File: src/rtl/countdown_capture.sv
// Photo-booth countdown: 3-2-1 bar overlay, white flash, one-cycle capture pulse, then review.
// Optional macro CAPTURE_RETRY_EN lets btnc_pressed in REVIEW restart the countdown for a retake.
module countdown_capture #(
  parameter int          FRAMES_PER_SEC = 60,
  parameter int          COUNT_SECS     = 3,
  parameter int          FLASH_FRAMES   = 6,
  parameter int          BOX_X          = 32,
  parameter int          BOX_Y          = 32,
  parameter int          BAR_W          = 16,
  parameter int          BAR_H          = 64,
  parameter logic [11:0] BAR_COLOR      = 12'hF00
) (
  input  logic        clk_in,
  input  logic        rst_in,
  input  logic        start_in,
  input  logic        btnc_pressed,
  input  logic [10:0] hcount_in,
  input  logic [9:0]  vcount_in,
  input  logic [11:0] cam_pixel_in,
  output logic [11:0] pixel_out,
  output logic        capture_out,
  output logic [2:0]  count_out,
  output logic        busy_out,
  output logic        done_out,
  output logic [2:0]  state_dbg
);

  typedef enum logic [2:0] {
    S_IDLE      = 3'd0,
    S_COUNTDOWN = 3'd1,
    S_FLASH     = 3'd2,
    S_CAPTURE   = 3'd3,
    S_REVIEW    = 3'd4
  } state_t;

  state_t      state, state_n;
  logic        start_q;
  logic [2:0]  count, count_n;
  logic [7:0]  frame_cnt, frame_n;
  logic [7:0]  flash_cnt, flash_n;
  logic [11:0] pixel_n;
  logic        tick;
  logic        start_edge;
  logic        in_bar_x;
  logic        in_bar_y;

  assign tick       = (hcount_in == 11'd0) && (vcount_in == 10'd0);
  assign start_edge = start_in && !start_q;
  assign state_dbg  = state;
  assign count_out  = count;

`ifndef CAPTURE_RETRY_EN
  // REVIEW is terminal in this build, so the button is intentionally left unused.
  logic unused_btnc;
  assign unused_btnc = btnc_pressed;
`endif

  always_comb begin
    state_n = state;
    count_n = count;
    frame_n = frame_cnt;
    flash_n = flash_cnt;
    case (state)
      S_IDLE: begin
        if (start_edge) begin
          state_n = S_COUNTDOWN;
          count_n = 3'(COUNT_SECS);
          frame_n = 8'd0;
        end
      end
      S_COUNTDOWN: begin
        if (tick) begin
          if (frame_cnt == 8'(FRAMES_PER_SEC - 1)) begin
            frame_n = 8'd0;
            if (count == 3'd1) begin
              state_n = S_FLASH;
              flash_n = 8'd0;
              count_n = 3'd0;
            end else begin
              count_n = count - 3'd1;
            end
          end else begin
            frame_n = frame_cnt + 8'd1;
          end
        end
      end
      S_FLASH: begin
        if (tick) begin
          if (flash_cnt == 8'(FLASH_FRAMES - 1)) begin
            state_n = S_CAPTURE;
            flash_n = 8'd0;
          end else begin
            flash_n = flash_cnt + 8'd1;
          end
        end
      end
      S_CAPTURE: state_n = S_REVIEW;
      S_REVIEW: begin
`ifdef CAPTURE_RETRY_EN
        if (btnc_pressed) begin
          state_n = S_COUNTDOWN;
          count_n = 3'(COUNT_SECS);
          frame_n = 8'd0;
        end
`endif
      end
      default: state_n = S_IDLE;
    endcase
  end

  // Bar i occupies [BOX_X + 2*i*BAR_W, BOX_X + 2*i*BAR_W + BAR_W); only bars below count are lit.
  always_comb begin
    in_bar_x = 1'b0;
    for (int i = 0; i < 7; i++) begin
      if ((3'(i) < count) &&
          (hcount_in >= 11'(BOX_X + 2 * i * BAR_W)) &&
          (hcount_in <  11'(BOX_X + 2 * i * BAR_W + BAR_W)))
        in_bar_x = 1'b1;
    end
  end

  assign in_bar_y = (vcount_in >= 10'(BOX_Y)) && (vcount_in < 10'(BOX_Y + BAR_H));

  always_comb begin
    pixel_n = cam_pixel_in;
    case (state)
      S_COUNTDOWN: if (in_bar_x && in_bar_y) pixel_n = BAR_COLOR;
      S_FLASH,
      S_CAPTURE:   pixel_n = 12'hFFF;
      default:     pixel_n = cam_pixel_in;
    endcase
  end

  // Status outputs are registered from the next state so they line up with the state register.
  always_ff @(posedge clk_in or posedge rst_in) begin
    if (rst_in) begin
      state       <= S_IDLE;
      start_q     <= 1'b1;
      count       <= 3'd0;
      frame_cnt   <= 8'd0;
      flash_cnt   <= 8'd0;
      pixel_out   <= 12'd0;
      capture_out <= 1'b0;
      busy_out    <= 1'b0;
      done_out    <= 1'b0;
    end else begin
      state       <= state_n;
      start_q     <= start_in;
      count       <= count_n;
      frame_cnt   <= frame_n;
      flash_cnt   <= flash_n;
      pixel_out   <= pixel_n;
      capture_out <= (state_n == S_CAPTURE);
      busy_out    <= (state_n == S_COUNTDOWN) || (state_n == S_FLASH) || (state_n == S_CAPTURE);
      done_out    <= (state_n == S_REVIEW);
    end
  end

endmodule

File: config.mk
export PLATFORM = sky130hd
export DESIGN_NAME = countdown_capture
export DESIGN_NICKNAME = d
export VERILOG_FILES = /design/src/rtl/countdown_capture.sv
export SDC_FILE = /design/constraint.sdc
export NUM_CORES = 1
export LEC_CHECK = 0
export CAP_MARGIN = 20
export CORE_MARGIN = 5
export CORE_UTILIZATION = 45
export CTS_CLUSTER_DIAMETER = 200
export DETAILED_ROUTE_END_ITERATION = 10
export GPL_TIMING_DRIVEN = 0
export HOLD_SLACK_MARGIN = 0.03
export PLACE_DENSITY = 0.77
export RECOVER_POWER = 100
export SETUP_SLACK_MARGIN = 0.4
export SLEW_MARGIN = 5
export SYNTH_ARGS = -nofsm -noshare
export SYNTH_HDL_FRONTEND = slang
export SYNTH_SLANG_ARGS = --single-unit
File: constraint.sdc
create_clock -name clk_in -period 3.2 [get_ports clk_in]
set_clock_uncertainty 0.1 [all_clocks]
set_input_delay 0.64 -clock clk_in [delete_from_list [all_inputs] [get_ports clk_in]]
set_output_delay 0.64 -clock clk_in [all_outputs]
set_load 0.02 [all_outputs]
## Word level (Yosys, flattened, before mapping)

Index checks and enable logic that the tools add are counted.

| word-level totals | value |
|---|---|
| bits in registers | 38 |
| input bits | 37 |
| output and inout bits | 21 |
| logic and storage cells | 112 |

| operators by class | value |
|---|---|
| add/subtract/negate cells | 3 |
| $lt $le $gt $ge | 23 |
| equality and inequality tests | 16 |
| mux-type cells | 31 |
| reductions and logical operators | 30 |

Operators by type and width:

| operator | number |
|---|---|
| 2-to-1 mux 8 bit | 8 |
| >= comparator 11 x 8 -> 1 bit (second input constant) | 4 |
| less-than comparator 11 x 8 -> 1 bit (second input constant) | 4 |
| one-hot mux 8 bit (2 select lines) | 2 |
| 2-to-1 mux 3 bit | 10 |
| one-hot mux 12 bit (2 select lines) | 1 |
| >= comparator 11 x 7 -> 1 bit (second input constant) | 2 |
| less-than comparator 11 x 7 -> 1 bit (second input constant) | 2 |
| logical AND 1 bit | 18 |
| adder 8 x 1 -> 8 bit (second input constant) | 2 |
| one-hot mux 3 bit (5 select lines) | 1 |
| equality test 3 x 2 -> 1 bit (second input constant) | 4 |
| 2-to-1 mux 12 bit | 1 |
| >= comparator 11 x 6 -> 1 bit (second input constant) | 1 |
| logical NOT 11 bit | 1 |
| less-than comparator 11 x 6 -> 1 bit (second input constant) | 1 |
| >= comparator 10 x 6 -> 1 bit (second input constant) | 1 |
| logical NOT 10 bit | 1 |
| less-than comparator 10 x 7 -> 1 bit (second input constant) | 1 |
| != test 2 bit (second input constant) | 5 |
| equality test 3 x 1 -> 1 bit (second input constant) | 3 |
| less-than comparator 3 bit (first input constant) | 3 |
| equality test 8 x 3 -> 1 bit (second input constant) | 1 |
| equality test 8 x 6 -> 1 bit (second input constant) | 1 |
| 14 further kinds | 25 |

## Logic depth before layout (Yosys ltp)

Gate-level depths: netlist of run 1.

| depth | value |
|---|---|
| depth after elaboration | 13 |
| depth in mapped cells | 8 |
| mapped depth without buffers | 7 |

## Worst setup path before layout of run 1

No wires, ideal clock.

| timing path | value |
|---|---|
| path type | input to register |
| start point | input hcount_in[10] |
| end point | register state[0], in the netlist state_dbg[0] |
| library setup time | 131 ps |
| arrival time | 2179 ps |
| data required time | 2969 ps |
| path slack | 790 ps |
| cell stages on the path | 6 |
| cell sequence | or4_4 -> nor4_4 -> and2_1 -> buf_2 -> a31oi_1 -> or3_1 |

| on the way | value |
|---|---|
| cells in the longest elaborated chain, start to end | 4 |
| elaborated cells on any way between the ends | 5 |

Ends and longest elaborated chain:

| what | RTL line | RTL |
|---|---|---|
| start: declaration | 17 | `input logic [10:0] hcount_in,` |
| logical NOT 11 bit * | 47 | `assign tick = (hcount_in == 11'd0) && (vcount_in == 10'd0);` |
| logical AND 1 bit * | 47 |  |
| 2-to-1 mux 3 bit, on equally long branches | 88, 72 |  |
| one-hot mux 3 bit (5 select lines) * | 63 | `case (state)` |
| named net state_n[0] | 36 | `state_t state, state_n;` |
| end signal: assignment | 147 | `state <= state_n;` |
| end: declaration | 36 |  |

Mark *: on every way through the listed nets, which the timed path passes. The rest lies on a longest branch.
A chain may end at the register's enable or synchronous reset.

## Worst setup path after layout of run 1

Same ends and word-level chain as after synthesis.

==> results.toml, run 1 <==
[power]
switchingPower_mw = 0.2096
seqPwrFrac_pct = 50.0
clkPwrFrac_pct = 40.9
finalPower_mw = 0.9812
swShare_pct = 21.36
combPwrFrac_pct = 9.1
irDropWorstVdd_v = 0.0001489
internal_power_mw = 0.7716
p_leak_nw = 1.159
p_per_area_nw_per_um2 = 363.7

[floorplan]
initial_utilization_pct = 45.60
chipWidth_um = 75.97
num_rows = 24
fp.dieH_um = 75.97
design.die.area_um2 = 5771
coreArea_um2 = 4294
ioPinCount = 58

[cells_and_area]
final_net_count = 317
layout-drive-gt1-share_pct = 6.884
final_common_cell = "dfrtp_1"
syn2layout_area_growth_pct = 37.76
layout_common_cells = "dfrtp_1, nor2_1, clkdlybuf4s50_1"
n_antenna_cell = 0
final_cell_area_um2 = 2698

[clock_tree]
cts_buffer_depth = 2
cts_hold_buf = 0
cts-root-buf = "clkbuf_8"
clock_sinks = 38
tritoncts = "built"
cts-htree-levels = 2
cts-buffers-inserted = 5
cts.clk_slew.worst_paths_ns = 0.07
clock_latency_ns = 0.29

[routing]
vias = 1809
post-route-drc-count = 0
vias_per_cell = 5.515
first_pass_iters = 4
routed_wl_um = 4551
ant_nets = 0
wl_per_cell_um = 13.88
drt_iter0_markers = 93

[logic_synthesis]
synthFlopType = "dfrtp_1"
ys_warn_count = 0
yosysSeqAreaShare_pct = 48.63
synth_edf_count = 0
syn_area_per_cell_um2 = 9.280
syn_inst = 211
syn_nets = 253
syn-cell-area_um2 = 1958
async_reset_ff_share_pct = 100.0
synth_cell_types = 48
ys_seq_elements = 38

[critical_path]
path_cells = "clkdlybuf4s50_1 > or4_4 > nor4_1 > buf_4 > and2_1 > buf_2 > a31oi_1 > or3_1"
cp.required_ns = 3.28
startpoint_type = "primary input"
end_kind = "flip-flop"
crit_buf_inv = 3
crit_type = "primary input to flip-flop"
critical-path-top-delay-family = "simple AND/OR/NAND/NOR gates"
crit_path_top_delay_cell = "or4_4"
slowest_delay_ns = 0.52
crit_fanout = 8
worst_ep_arrival_time_ns = 2.89

[worst_hold_path]
min_path_type = "flip-flop to flip-flop"

[global_route]
grtUsageTotal_pct = 16.59
overflow = 0
grt_pass1_vias = 1757
antenna_found_initial = 0
grt_pass1_wl_um = 7928
grt_max_degree = 39

[timing]
finalCritPeriodShare_pct = 87.83
final_hold_viol_count = 0
hold_slack_ns = 0.4008
slew_headroom_pct = 6.269
totalNegativeSetupSlack_ns = 0
rsz0062_at_grt = "yes"
finalSetupViolCount = 0
period_needed_ns = 2.811
maxSlewViolCount = 0
max_clock_freq_mhz = 355.8
worst_slew_pin_slew_ns = 1.404

[run]
drv_cap = 0

[place]
routabilityCongestion = 0.8157
dp_hpwl_um = 3384
place_area_um2 = 2584
io_buffers = 56

[status]
status = "complete, no violations"
[layer usage]
metal | global-route usage [%] | vias up | routed length (um)
met5 | 0 | - | 0
met1 | 22.10 | 829 | 2013
li1 | - | 891 | -
met3 | 4.858 | 6 | 444
met4 | 6.406 | 0 | 77
met2 | 25.34 | 83 | 2015
[area by class of cell]
type                            instances  area (um2)
Inverter                                9       33.78
Tap cell                               52       65.06
Timing Repair Buffer                   57       568.0
Multi-Input combinational cell        156       935.9
Fill cell                             373        1597
Buffer                                  8       33.78
Sequential cell                        38       952.2
Clock inverter                          3       40.04
Clock buffer                            5       68.82
[registers in the layout (all words and copies together) (netlist names)]
register	cells
busy_out	1
capture_out	1
state_dbg	3
pixel_out	12
done_out	1
flash_cnt	8
start_q	1
count_out	3
frame_cnt	8
[final timing paths]
check | start | end | slack, ns | depth (start not counted)
setup reg to reg | frame_cnt[0] | flash_cnt[3] | 0.73 | 6
min in group asynchronous | rst_in | pixel_out[9] | 1.09 | 2
hold / removal | frame_cnt[5] | frame_cnt[5] | 0.40 | 1
hold reg to reg | frame_cnt[5] | frame_cnt[5] | 0.40 | 1
max in group asynchronous | rst_in | frame_cnt[2] | 1.08 | 2
setup / recovery | hcount_in[10] | state_dbg[0] | 0.39 | 8
[synth_stat cells, types with 2 or more instances]
cell type	n	area share, %
nor3b_1	2	0.77
dfrtp_1	37	47
or3_1	5	1.6
nor3_1	4	1.0
o41ai_1	2	0.89
buf_2	3	0.77
nor2_1	34	6.5
o22ai_1	2	0.64
inv_1	9	1.7
clkbuf_1	4	0.77
nand3b_1	2	0.77
a21oi_1	5	1.3
maj3_1	2	1.0
o21ai_1	2	0.51
nand4_1	5	1.6
nor2b_1	3	0.96
and3_1	4	1.3
a211oi_1	2	0.77
o21ai_0	14	3.6
nand2_1	17	3.3
ha_1	5	3.2
nor4_1	3	0.96
nand3_1	8	2.0
o31ai_1	5	1.9
a31oi_1	5	1.6
and4_1	2	0.89
and2_1	4	1.3
[metrics by stage]
step                      instances  worst slack (ns)  utilization, %
final                           328            0.3893           62.82
after global routing            328            0.2679           62.82
after CTS                       327            0.4661           62.82
after detailed placement        319           0.07244           60.17
after global placement          319           0.09385           60.17
after floorplan                 211            0.7898               -
[power groups by stage]
stage | combinational, mW | sequential, mW | clock, mW
finish | 0.0893 | 0.490 | 0.402
global route | 0.0970 | 0.491 | 0.435
CTS | 0.0952 | 0.490 | 0.412
detailed placement | 0.0944 | 0.500 | 0
global placement | 0.0929 | 0.500 | 0
floorplan | 0.0185 | 0.510 | 0
[cells by family after synthesis]
family	count (synthesis)	synth area share, %
buf+inv	17	3.450
flops	38	48.63
mux	1	0.5750
compound gates	46	15.14
fa+ha+maj	7	4.217
simple gates	101	27.54
xor+xnor	1	0.4474
[what timing repair did]
action                                  4_1_cts  5_1_grt
resized for setup                             1        1
buffers inserted                              0        1
endpoints found under the setup margin       10       16
pin swaps                                     0        1
(Power assumes the default switching activity.)
==> run 2: changes to the inputs <==
- SETUP_SLACK_MARGIN: 0.4 -> default
==> results.toml, run 2 (synthesized netlist as in run 1, its figures left out) <==
[status]
status = "complete, no violations"

[cells_and_area]
final_cell_area_um2 = 2683
largest_reg_flops = 12
layout-drive-gt1-share_pct = 5.091
final_net_count = 316
regMostFlops = "pixel_out"
layout_common_cells = "dfrtp_1, nor2_1, clkdlybuf4s50_1"
syn2layout_area_growth_pct = 37.00
reg_top3 = "pixel_out: 12 flops, flash_cnt: 8 flops, frame_cnt: 8 flops"
final_util_pct = 62.47
final_common_cell = "dfrtp_1"

[clock_tree]
cts_resized = 0
cts.clk_slew.worst_paths_ns = 0.07
cts-root-buf = "clkbuf_8"
clock_latency_ns = 0.29
postCtsSetupRepairBufs = 0
cts_buffer_depth = 2
clock_sinks = 38
tritoncts = "built"
cts_hold_buf = 0
cts-buffers-inserted = 5
cts-htree-levels = 2

[routing]
post-route-drc-count = 0
ant_nets = 0
vias_per_cell = 5.442
wl_per_cell_um = 13.98
drt_iter0_markers = 80
first_pass_iters = 4
routed_wl_um = 4584
vias = 1785

[critical_path]
timing.rr.start = "frame_cnt[0]"
reg2reg_depth = 6
startpoint_type = "primary input"
cp.required_ns = 3.27
worst_ep_arrival_time_ns = 2.96
crit_type = "primary input to flip-flop"
crit_fanout = 9
r2r_slack_ns = 0.63
end_kind = "flip-flop"
reg2reg_to = "flash_cnt[3]"

[place]
dp_hpwl_um = 3384
routabilityCongestion = 0.8157
place_area_um2 = 2584
io_buffers = 56

[floorplan]
num_rows = 24
fp.dieH_um = 75.97
chipWidth_um = 75.97
design.die.area_um2 = 5771
initial_utilization_pct = 45.60
coreArea_um2 = 4294
ioPinCount = 58

[timing]
finalCritPeriodShare_pct = 90.09
worst_slew_pin_slew_ns = 1.419
totalNegativeSetupSlack_ns = 0
final_hold_viol_count = 0
hold_slack_ns = 0.4013
period_needed_ns = 2.883
slew_headroom_pct = 5.307
rsz0062_at_grt = "no"
maxSlewViolCount = 0
max_clock_freq_mhz = 346.9
finalSetupViolCount = 0

[worst_hold_path]
min_to = "frame_cnt[5]"
whs_path_depth = 1
min_path_type = "flip-flop to flip-flop"
hp-start = "frame_cnt[5]"

[power]
p_per_area_nw_per_um2 = 366.2
irDropWorstVdd_v = 0.0001509
finalPower_mw = 0.9823
p_leak_nw = 1.134

[global_route]
grt_pass1_wl_um = 7879
overflow = 0
grt_pass1_vias = 1753
grt_max_degree = 39
antenna_found_initial = 0
grtUsageTotal_pct = 16.49

[run]
drv_cap = 0
run 2: per-stage QoR:
step	setup slack, ns	std cells
after global routing	0.2246	327
after global placement	0.09385	319
after detailed placement	0.07244	319
after floorplan	0.7898	211
final	0.3171	328
after CTS	0.3759	327
run 2: layer usage:
layer / global-route usage (%) / wire, um / vias up / part of all wire (%)
met5: 0 / 0 / - / 0
met4: 6.406 / 77 / 0 / 1.7
met3: 4.858 / 423 / 6 / 9.2
met2: 25.34 / 2002 / 77 / 44
met1: 21.80 / 2081 / 812 / 45
li1: - / - / 890 / -
run 2: how the worst max path moves through the flow:
stage	end	startpoint	slack [ns]	cells past startpoint
after floorplan	state_dbg[0]	hcount_in[10]	0.79	6
after global placement	pixel_out[10]	hcount_in[10]	0.09	7
after detailed placement	pixel_out[5]	hcount_in[10]	0.07	7
after CTS	pixel_out[10]	hcount_in[10]	0.38	7
after global routing	state_dbg[0]	hcount_in[10]	0.22	7
final	state_dbg[0]	hcount_in[10]	0.32	7
run 2: final cells by class:
| type | instances | area, um2 |
|---|---|---|
| timing repair buffer | 56 | 560.5 |
| antenna | 1 | 2.502 |
| inverter | 9 | 33.78 |
| tap | 52 | 65.06 |
| clock inverter | 3 | 40.04 |
| buffer | 8 | 31.28 |
| fill | 376 | 1612 |
| sequential | 38 | 952.2 |
| multi-input combinational | 156 | 928.4 |
| clock buffer | 5 | 68.82 |
run 2: power by group:
group,leakage [nW],switching [mW],internal [mW]
Combinational,0.597,0.0356,0.0535
Clock,0.0579,0.174,0.229
Sequential,0.479,0.00159,0.488
run 2: worst max-delay path: stages:
cell	delay (ns)
clkdlybuf4s50_1	0.39
or4_1	0.57
nor4_4	0.40
and2_1	0.20
clkbuf_1	0.28
a31oi_1	0.13
or3_1	0.36
==> run 3: changes to the inputs <==
- CELL_PAD_IN_SITES_DETAIL_PLACEMENT: default -> 0
- CELL_PAD_IN_SITES_GLOBAL_PLACEMENT: default -> 2
- CORE_UTILIZATION: 45 -> 30
- PLACE_DENSITY: 0.77 -> default
- PLACE_DENSITY_LB_ADDON: default -> 0.1
==> results.toml, run 3 (synthesized netlist as in run 1, its figures left out) <==
[clock_tree]
cts.clk_slew.worst_paths_ns = 0.08
cts-htree-levels = 2
cts_buffer_depth = 2
postCtsSetupRepairBufs = 0
clock_sinks = 38
cts_resized = 0
tritoncts = "built"
clock_latency_ns = 0.29
cts_hold_buf = 0
cts-buffers-inserted = 5
cts-root-buf = "clkbuf_8"

[critical_path]
reg2reg_to = "frame_cnt[2]"
reg2reg_depth = 6
critical-path-top-delay-family = "simple AND/OR/NAND/NOR gates"
timing.rr.start = "state_dbg[1]"
cp.required_ns = 3.26
end_kind = "flip-flop"
crit_type = "primary input to flip-flop"
slowest_delay_ns = 0.57
startpoint_type = "primary input"
worst_ep_arrival_time_ns = 2.95
crit_buf_inv = 2
crit_path_top_delay_cell = "or4_1"
crit_fanout = 10
r2r_slack_ns = 0.65
path_cells = "clkdlybuf4s50_1 > or4_1 > nor4_4 > a31oi_1 > buf_2 > o21ai_0 > o41ai_1"
cp.depth = 7

[floorplan]
num_rows = 29
chipWidth_um = 90.79
coreArea_um2 = 6350
initial_utilization_pct = 30.84
ioPinCount = 58
design.die.area_um2 = 8243
fp.dieH_um = 90.79

[global_route]
grt_pass1_wl_um = 8866
overflow = 0
grt_pass1_vias = 1703
grtUsageTotal_pct = 13.18
grt_max_degree = 22
antenna_found_initial = 0

[cells_and_area]
ff_latch_area_um2 = 952.2
stdcell_count = 353
final_net_count = 317
layout_common_cells = "dfrtp_1, nor2_1, clkdlybuf4s50_1"
layout-drive-gt1-share_pct = 5.435
largest_reg_flops = 12
final_cell_area_um2 = 2721
syn2layout_area_growth_pct = 38.98
multi_input_comb_area_um2 = 934.6
n_antenna_cell = 0
regMostFlops = "pixel_out"
n_fill_cell = 644
reg_top3 = "pixel_out: 12 flops, flash_cnt: 8 flops, frame_cnt: 8 flops"
final_common_cell = "dfrtp_1"

[routing]
routed_wl_um = 5298
drt_iter0_markers = 79
vias = 1769
vias_per_cell = 5.011
post-route-drc-count = 0
wl_per_cell_um = 15.01
first_pass_iters = 4
ant_nets = 0

[power]
finalPower_mw = 0.9849
p_per_area_nw_per_um2 = 361.9
p_leak_nw = 1.149
irDropWorstVdd_v = 0.0001700

[worst_hold_path]
min_path_type = "flip-flop to flip-flop"
hp-start = "frame_cnt[5]"
min_to = "frame_cnt[5]"
whs_path_depth = 1

[place]
io_buffers = 56
routabilityCongestion = 0.7150
post-place-ws_ns = 0.005360
place_area_um2 = 2643
dp_hpwl_um = 4008
dp_cells = 345

[timing]
max_clock_freq_mhz = 345.8
finalSetupViolCount = 0
worst_slew_pin_slew_ns = 1.173
hold_slack_ns = 0.4209
final.setup.worst_slack_ns = 0.3081
finalCritPeriodShare_pct = 90.37
maxSlewViolCount = 0
slew_headroom_pct = 21.83
final_hold_viol_count = 0
rsz0062_at_grt = "no"
period_needed_ns = 2.892

[status]
status = "complete, no violations"

[run]
drv_cap = 0
[run 3: power breakdown]
| part | internal, mW | total [mW] | leakage (nW) | switching (mW) |
|---|---|---|---|---|
| Sequential | 0.488 | 0.490 | 0.479 | 0.00175 |
| Combinational | 0.0537 | 0.0902 | 0.617 | 0.0365 |
| Clock | 0.234 | 0.405 | 0.0524 | 0.171 |
| Total | 0.776 | 0.985 | 1.15 | 0.209 |
[run 3: worst max path at each step]
stage	slack, ns	from	endpoint
global route	0.15	hcount_in[10]	count_out[2]
finish	0.31	hcount_in[10]	frame_cnt[2]
detailed placement	0.005	hcount_in[10]	frame_cnt[2]
CTS	0.31	hcount_in[10]	frame_cnt[2]
floorplan	0.79	hcount_in[10]	state_dbg[0]
global placement	-0.0003	hcount_in[10]	frame_cnt[4]
[run 3: final cells by class]
cell class                      count  area share, %
Clock inverter                      1          1.103
Multi-Input combinational cell    156          34.34
Timing Repair Buffer               57          20.74
Clock buffer                        7          2.805
Tap cell                           77          3.540
Inverter                            9          1.241
Buffer                              8          1.241
Sequential cell                    38          34.99
[run 3: through the flow]
stage	TNS [ns]	util, %
2_1_floorplan	0	-
3_3_place_gp	-0.0002931	41.18
3_5_place_dp	0	41.62
4_1_cts	0	43.29
5_1_grt	0	42.86
6_report	0	42.86
[run 3: layer usage]
layer | GRT usage [%] | vias up | routed length, um
li1 | - | 884 | -
met1 | 17.64 | 847 | 2510
met2 | 20.94 | 33 | 2506
met3 | 3.750 | 5 | 228
met4 | 3.301 | 0 | 53
met5 | 0 | - | 0
